## src/rtl/i2c_slave_write_byte.sv

```systemverilog
// Slave-side I2C byte transmitter: shifts one byte out on SDA MSB-first in step
// with master SCL, releases SDA for the ACK clock and samples the master's ACK.
module i2c_slave_write_byte #(
  parameter int unsigned BIT_NUM = 8
) (
  input  logic               clk,
  input  logic               rst_n,
  input  logic               byte_write_en,
  input  logic [BIT_NUM-1:0] byte_write_i,
  output logic               byte_write_ack,
  output logic               byte_write_err,
  output logic               byte_write_finish,
  input  logic               scl_i,
  input  logic               sda_i,
  output logic               sda_o
);

  localparam int unsigned CNT_W = (BIT_NUM > 1) ? $clog2(BIT_NUM) : 1;

  typedef enum logic [1:0] {
    IDLE,
    DATA,
    ACK
  } state_t;

  state_t             state;
  logic               scl_last;
  logic [BIT_NUM-1:0] shreg;
  logic [CNT_W-1:0]   cnt;
  logic               scl_rise;
  logic               scl_fall;

  assign scl_rise = ~scl_last & scl_i;
  assign scl_fall = scl_last & ~scl_i;

  always_ff @(posedge clk) begin
    if (!rst_n) begin
      state             <= IDLE;
      scl_last          <= 1'b1;
      shreg             <= '0;
      cnt               <= '0;
      sda_o             <= 1'b1;
      byte_write_ack    <= 1'b0;
      byte_write_err    <= 1'b0;
      byte_write_finish <= 1'b0;
    end else begin
      scl_last          <= scl_i;
      byte_write_err    <= 1'b0;
      byte_write_finish <= 1'b0;

      case (state)
        IDLE: begin
          sda_o <= 1'b1;
          if (byte_write_en) begin
            // Starting while SCL is high would change SDA mid-bit, so refuse it.
            if (!scl_i) begin
              shreg          <= byte_write_i;
              cnt            <= CNT_W'(BIT_NUM - 1);
              sda_o          <= byte_write_i[BIT_NUM-1];
              byte_write_ack <= 1'b0;
              state          <= DATA;
            end else begin
              byte_write_err <= 1'b1;
            end
          end
        end

        DATA: begin
          if (scl_fall) begin
            if (cnt != '0) begin
              cnt   <= cnt - CNT_W'(1);
              sda_o <= shreg[cnt - CNT_W'(1)];
            end else begin
              sda_o <= 1'b1;
              state <= ACK;
            end
          end else if (scl_i && !scl_rise && (sda_i != sda_o)) begin
            // Bus level disagrees with our drive while SCL is high: another
            // driver or a master START/STOP. Back off and report.
            sda_o          <= 1'b1;
            byte_write_err <= 1'b1;
            state          <= IDLE;
          end
        end

        ACK: begin
          sda_o <= 1'b1;
          if (scl_rise) begin
            byte_write_ack <= ~sda_i;
          end else if (scl_fall) begin
            byte_write_finish <= 1'b1;
            state             <= IDLE;
          end
        end

        default: begin
          sda_o <= 1'b1;
          state <= IDLE;
        end
      endcase
    end
  end

endmodule

```

## config.mk

```make
export PLATFORM = sky130hd
export DESIGN_NAME = i2c_slave_write_byte
export DESIGN_NICKNAME = d
export VERILOG_FILES = /design/src/rtl/i2c_slave_write_byte.sv
export SDC_FILE = /design/constraint.sdc
export NUM_CORES = 1
export LEC_CHECK = 0
export CAP_MARGIN = 20
export CELL_PAD_IN_SITES_DETAIL_PLACEMENT = 2
export CELL_PAD_IN_SITES_GLOBAL_PLACEMENT = 2
export CORE_UTILIZATION = 34
export CTS_CLUSTER_DIAMETER = 100
export DETAILED_ROUTE_END_ITERATION = 8
export GPL_TIMING_DRIVEN = 0
export MAX_ROUTING_LAYER = met4
export PLACE_DENSITY = 0.83
export SYNTH_ARGS = -nofsm -noshare
export SYNTH_HDL_FRONTEND = slang
export SYNTH_SLANG_ARGS = --single-unit
```

## constraint.sdc

```tcl
create_clock -name clk -period 3.18 [get_ports clk]
set_input_delay 0.954 -clock clk [delete_from_list [all_inputs] [get_ports clk]]
set_output_delay 0.954 -clock clk [all_outputs]
set_load 0.01 [all_outputs]
```

# Word-level counts from Yosys, hierarchy flattened
# Cells that the tools add are included.
[word_totals]
regBits = 18
in_bits = 13
output_inout_bits = 4
word_cells = 72
[classes]
addsub = 1
n_lt_le_gt_ge = 1
eq_ne = 12
n_mux = 31
bitwise = 7
n_reduce_logical = 12
[op_table]
columns = ["operator", "count"]
rows = [
  ["$mux W1", 14],
  ["$mux W2", 7],
  ["$ne A2 B2 Y1 const B", 7],
  ["$mux W3", 4],
  ["$ne A3 B3 Y1 const B", 2],
  ["$pmux W1 S2", 3],
  ["$pmux W2 S3", 1],
  ["$pmux W3 S2", 1],
  ["$reduce_and A6 Y1", 1],
  ["$not A1 Y1", 5],
  ["$reduce_and A5 Y1", 1],
  ["$lt A3 B4 Y1 const B", 1],
  ["$reduce_and A4 Y1", 1],
  ["$reduce_bool A2 Y1", 2],
  ["$bmux W1 S3", 1],
  ["$reduce_and A3 Y1", 1],
  ["$reduce_bool A3 Y1", 1],
  ["$reduce_or A3 Y1", 1],
  ["$sub A3 B1 Y3 const B", 1],
  ["$and A1 B1 Y1", 2],
  ["$eq A2 B1 Y1 const B", 1],
  ["$eq A2 B2 Y1 const B", 1],
  ["$logic_and A1 B1 Y1", 2],
  ["$logic_not A2 Y1", 1],
  ["2 further kinds", 2],
]

# Longest topological paths before layout
[logic_depth]
ltp_word = 8
depth_mapped = 6
ltp_nobuf = 6

# Least setup slack after synthesis
# Ideal clock, no wire load.
[synth_timing]
path_kind = "input to register"
start = "in scl_i"
end = "reg cnt[2]"
setup_ns = 0.116
arrival_ns = 1.989
slack_ns = 1.075
path_stages = 5
path_cell_list = "buf_6 -> nand4bb_4 -> nor2b_4 -> mux2_4 -> o211a_1"
[synth_via]
elab_chain_len = 4
elab_cells_between_ends = 5
classes_between = "eq/ne (2); bitwise (2); reduce/logical (1)"
[synth_rtl]
columns = ["element", "line", "text"]
rows = [
  ["start: declaration", "13", "input logic scl_i,"],
  ["$not A1 Y1 (no source line)", "n/a", ""],
  ["$and A1 B1 Y1", "34", "assign scl_fall = scl_last & ~scl_i;"],
  ["$ne A2 B2 Y1 (no source line)", "n/a", ""],
  ["$reduce_and A5 Y1 (no source line) (*)", "n/a", ""],
  ["end signal: assignment", "58", "cnt <= CNT_W'(BIT_NUM - 1);"],
  ["end signal: assignment", "71", "cnt <= cnt - CNT_W'(1);"],
  ["end: declaration", "29", "logic [CNT_W-1:0] cnt;"],
]
# Every way passes the cells marked *; elsewhere a longest branch is shown, timed or not.
# A chain may end at the register's enable or synchronous reset.

# Worst setup path after layout
[layout_timing]
start = "reg sda_o"
end = "out sda_o"
[layout_lines]
columns = ["element", "line", "text"]
rows = [
  ["start: declaration", "15", "output logic sda_o"],
  ["start signal: assignment", "59", "sda_o <= byte_write_i[BIT_NUM-1];"],
  ["start signal: assignment", "72", "sda_o <= shreg[cnt - CNT_W'(1)];"],
]
# No word-level cell between the ends.

==> qor.yml <==
final_util_pct: 43.8
final-seq-area_um2: 360
startpoint_type: "register"
route.detailed.drc: 0
synth_fp_nets: 113
cp_data_required_time_ns: 2.23
area_growth_pct: 23.2
cp.arrival_ns: 1.24
yosysWarningCount: 0
ctsHoldBuffers: 0
hold_violations: 0
cts_tree: "built"
cp-end-kind: "output port"
drt-initial-drc-count: 4
p_per_area_mw_per_mm2: 421
tns_ns: 0
critPathBufInv: 1
synth-seq-cells: 18
ant_nets: 0
rsz0062_at_grt: "false"
cellLeakagePower_nw: 0.454
die_h_um: 55.4
dr.pass1.iters: 2
rows: 19
design.die.area_mm2: 0.00307
critPathTopFamily: "buffers and inverters"
max_slew_margin_pct: 68.5
antenna_found_initial: 0
clkTransAtPathRegs_ns: 0.11
final_common_cell: "dfxtp_1"
die-width_um: 55.4
r2r_end: "sda_o"
fin_nets: 133
slew_viol_final: 0
routed_wl_mm: 2.28
design_area_mm2: 0.00120
grt_start_max_net_pins: 11
syn_inst: 98
cts.htree.levels: 1
min_path_type: "register to register"
diodes: 0
clockRootBuffer: "clkbuf_4"
worst_slew_pin_slew_ns: 0.470
seq_area_frac_synth_pct: 37.1
cts_sinks: 18
first_global_vias: 843
multiInputGateArea_um2: 572
vdd_drop_max_mv: 0.244
fillCellCount: 301
finalWorstSetupSlack_ns: 0.984
core_mm2: 0.00273
drive_gt1_share_pct: 18.8
io_pins: 17
crit_cells: 1
fin_skew_ns: 0.00911
grt-ovfl-total: 0
cp_slowest_cell: "clkdlybuf4s50_1"
cap_violations: 0
vias: 771
worstPathCellList: "clkdlybuf4s50_1"
worstSetupEndpoint: "sda_o"
cts_buffers: 3
hpwlAfterDp_mm: 1.75
synth_ff_type: "dfxtp_1"
fin_crit_ns: 2.20
dpl_worst_slack_ns: 0.715
final_cell_mix: "18 x dfxtp_1, 15 x clkdlybuf4s50_1, 12 x nand2_1, 8 x nand2_2, 8 x a21boi_1"
viasPerCell: 5.21
async_reset_ff_share_pct: 0
power.total_mw: 0.504
synth_cell_type_count: 40
placed_cell_area_mm2: 0.00116
setup_viol: 0
clk_path_buf_depth: 2
max_freq_ghz: 0.455
grt_pass1_wl_mm: 4.00
cts_resized: 0
rr_startpoint: "cnt[0]"
portBuffers: 15
synth-edff-count: 0
grt_usage_pct: 17.4
drt-wirelength-per-cell_um: 15.4
r2r_cells: 6
slowest_delay_ns: 0.55
start_util_pct: 35.5
clk_latency_ns: 0.30
gp_congestion: 0.726
r2r_slack_ns: 1.15
fin_crit_sh_pct: 69.1
synth_area_per_cell_um2: 9.91
synthesis.area_um2: 971
status: "completed"
startpoint: "sda_o"
critPathKind: "register to output port"
crit_fanout: 3
post_cts_buffers: 0
==> cell families after synthesis <==
kind of cell,Yosys count,share of synthesized area (%)
XOR/XNOR,2,1.80
multiplexers,5,6.96
flip-flops,18,37.1
AND/OR/NAND/NOR,45,31.2
adder cells (fa/ha/maj),2,2.58
AO/OA/AOI/OAI,20,16.4
buffers and inverters,6,3.99
==> worst register-to-register path: stages, from the launching register on <==
cell and delay [ns]:
dfxtp_1 0.43, inv_1 0.12, ha_1 0.25, xnor2_1 0.41, mux4_2 0.39, o211ai_1 0.21
o221ai_2 0.11
==> metrics by stage <==
stage / instances / hold slack (ns)
6_report: 148 / 0.464
3_5_place_dp: 144 / 0.456
5_1_grt: 148 / 0.498
3_3_place_gp: 144 / 0.446
4_1_cts: 148 / 0.472
2_1_floorplan: 98 / 0.436
==> cell type report <==
class | instances | area share [%]
Sequential cell | 18 | 30.1
Inverter | 2 | 0.628
Clock buffer | 4 | 3.03
Timing Repair Buffer | 15 | 12.6
Multi-Input combinational cell | 74 | 47.8
Tap cell | 31 | 3.24
Buffer | 4 | 2.62
==> how the worst min path moves through the flow <==
| stage | start | endpoint | slack (ns) | depth (start not counted) |
|---|---|---|---|---|
| finish | shreg[4] | shreg[4] | 0.46 | 2 |
| detailed placement | shreg[4] | shreg[4] | 0.46 | 2 |
| floorplan | shreg[2] | shreg[2] | 0.44 | 2 |
| global route | shreg[1] | shreg[1] | 0.50 | 2 |
| global placement | shreg[5] | shreg[5] | 0.45 | 2 |
| CTS | shreg[4] | shreg[4] | 0.47 | 2 |
==> registers in the layout, summed over array words and instances (netlist names) <==
| signal | flops |
|---|---|
| byte_write_ack | 1 |
| byte_write_err | 1 |
| byte_write_finish | 1 |
| cnt | 3 |
| scl_last | 1 |
| sda_o | 1 |
| shreg | 8 |
| state | 2 |
==> routing by layer <==
layer,up-vias,global-route usage [%],part of all wire (%)
li1,380,-,-
met1,372,19.5,44
met2,15,31.0,52
met3,4,2.58,3.2
met4,0,6.43,1.1
met5,-,-,0
==> synth_stat cells (2+ instances only) <==
library cell	number	area [um2]
nor2_1	2	7.51
inv_1	2	7.51
o21a_1	2	15.0
a21boi_1	8	60.1
nor2b_1	4	25.0
mux2i_1	3	30.0
dfxtp_1	18	360
a21oi_1	2	10.0
nor3b_1	2	15.0
ha_1	2	25.0
buf_6	2	22.5
nand2_2	8	50.1
nand2_1	12	45.0
nand2b_1	5	31.3
==> where the power goes <==
| group | internal, mW | switching, mW |
|---|---|---|
| sequential | 0.237 | 0.0130 |
| combinational | 0.0588 | 0.0476 |
| clock | 0.0698 | 0.0771 |
No activity file was read; power rests on OpenSTA's default activity.
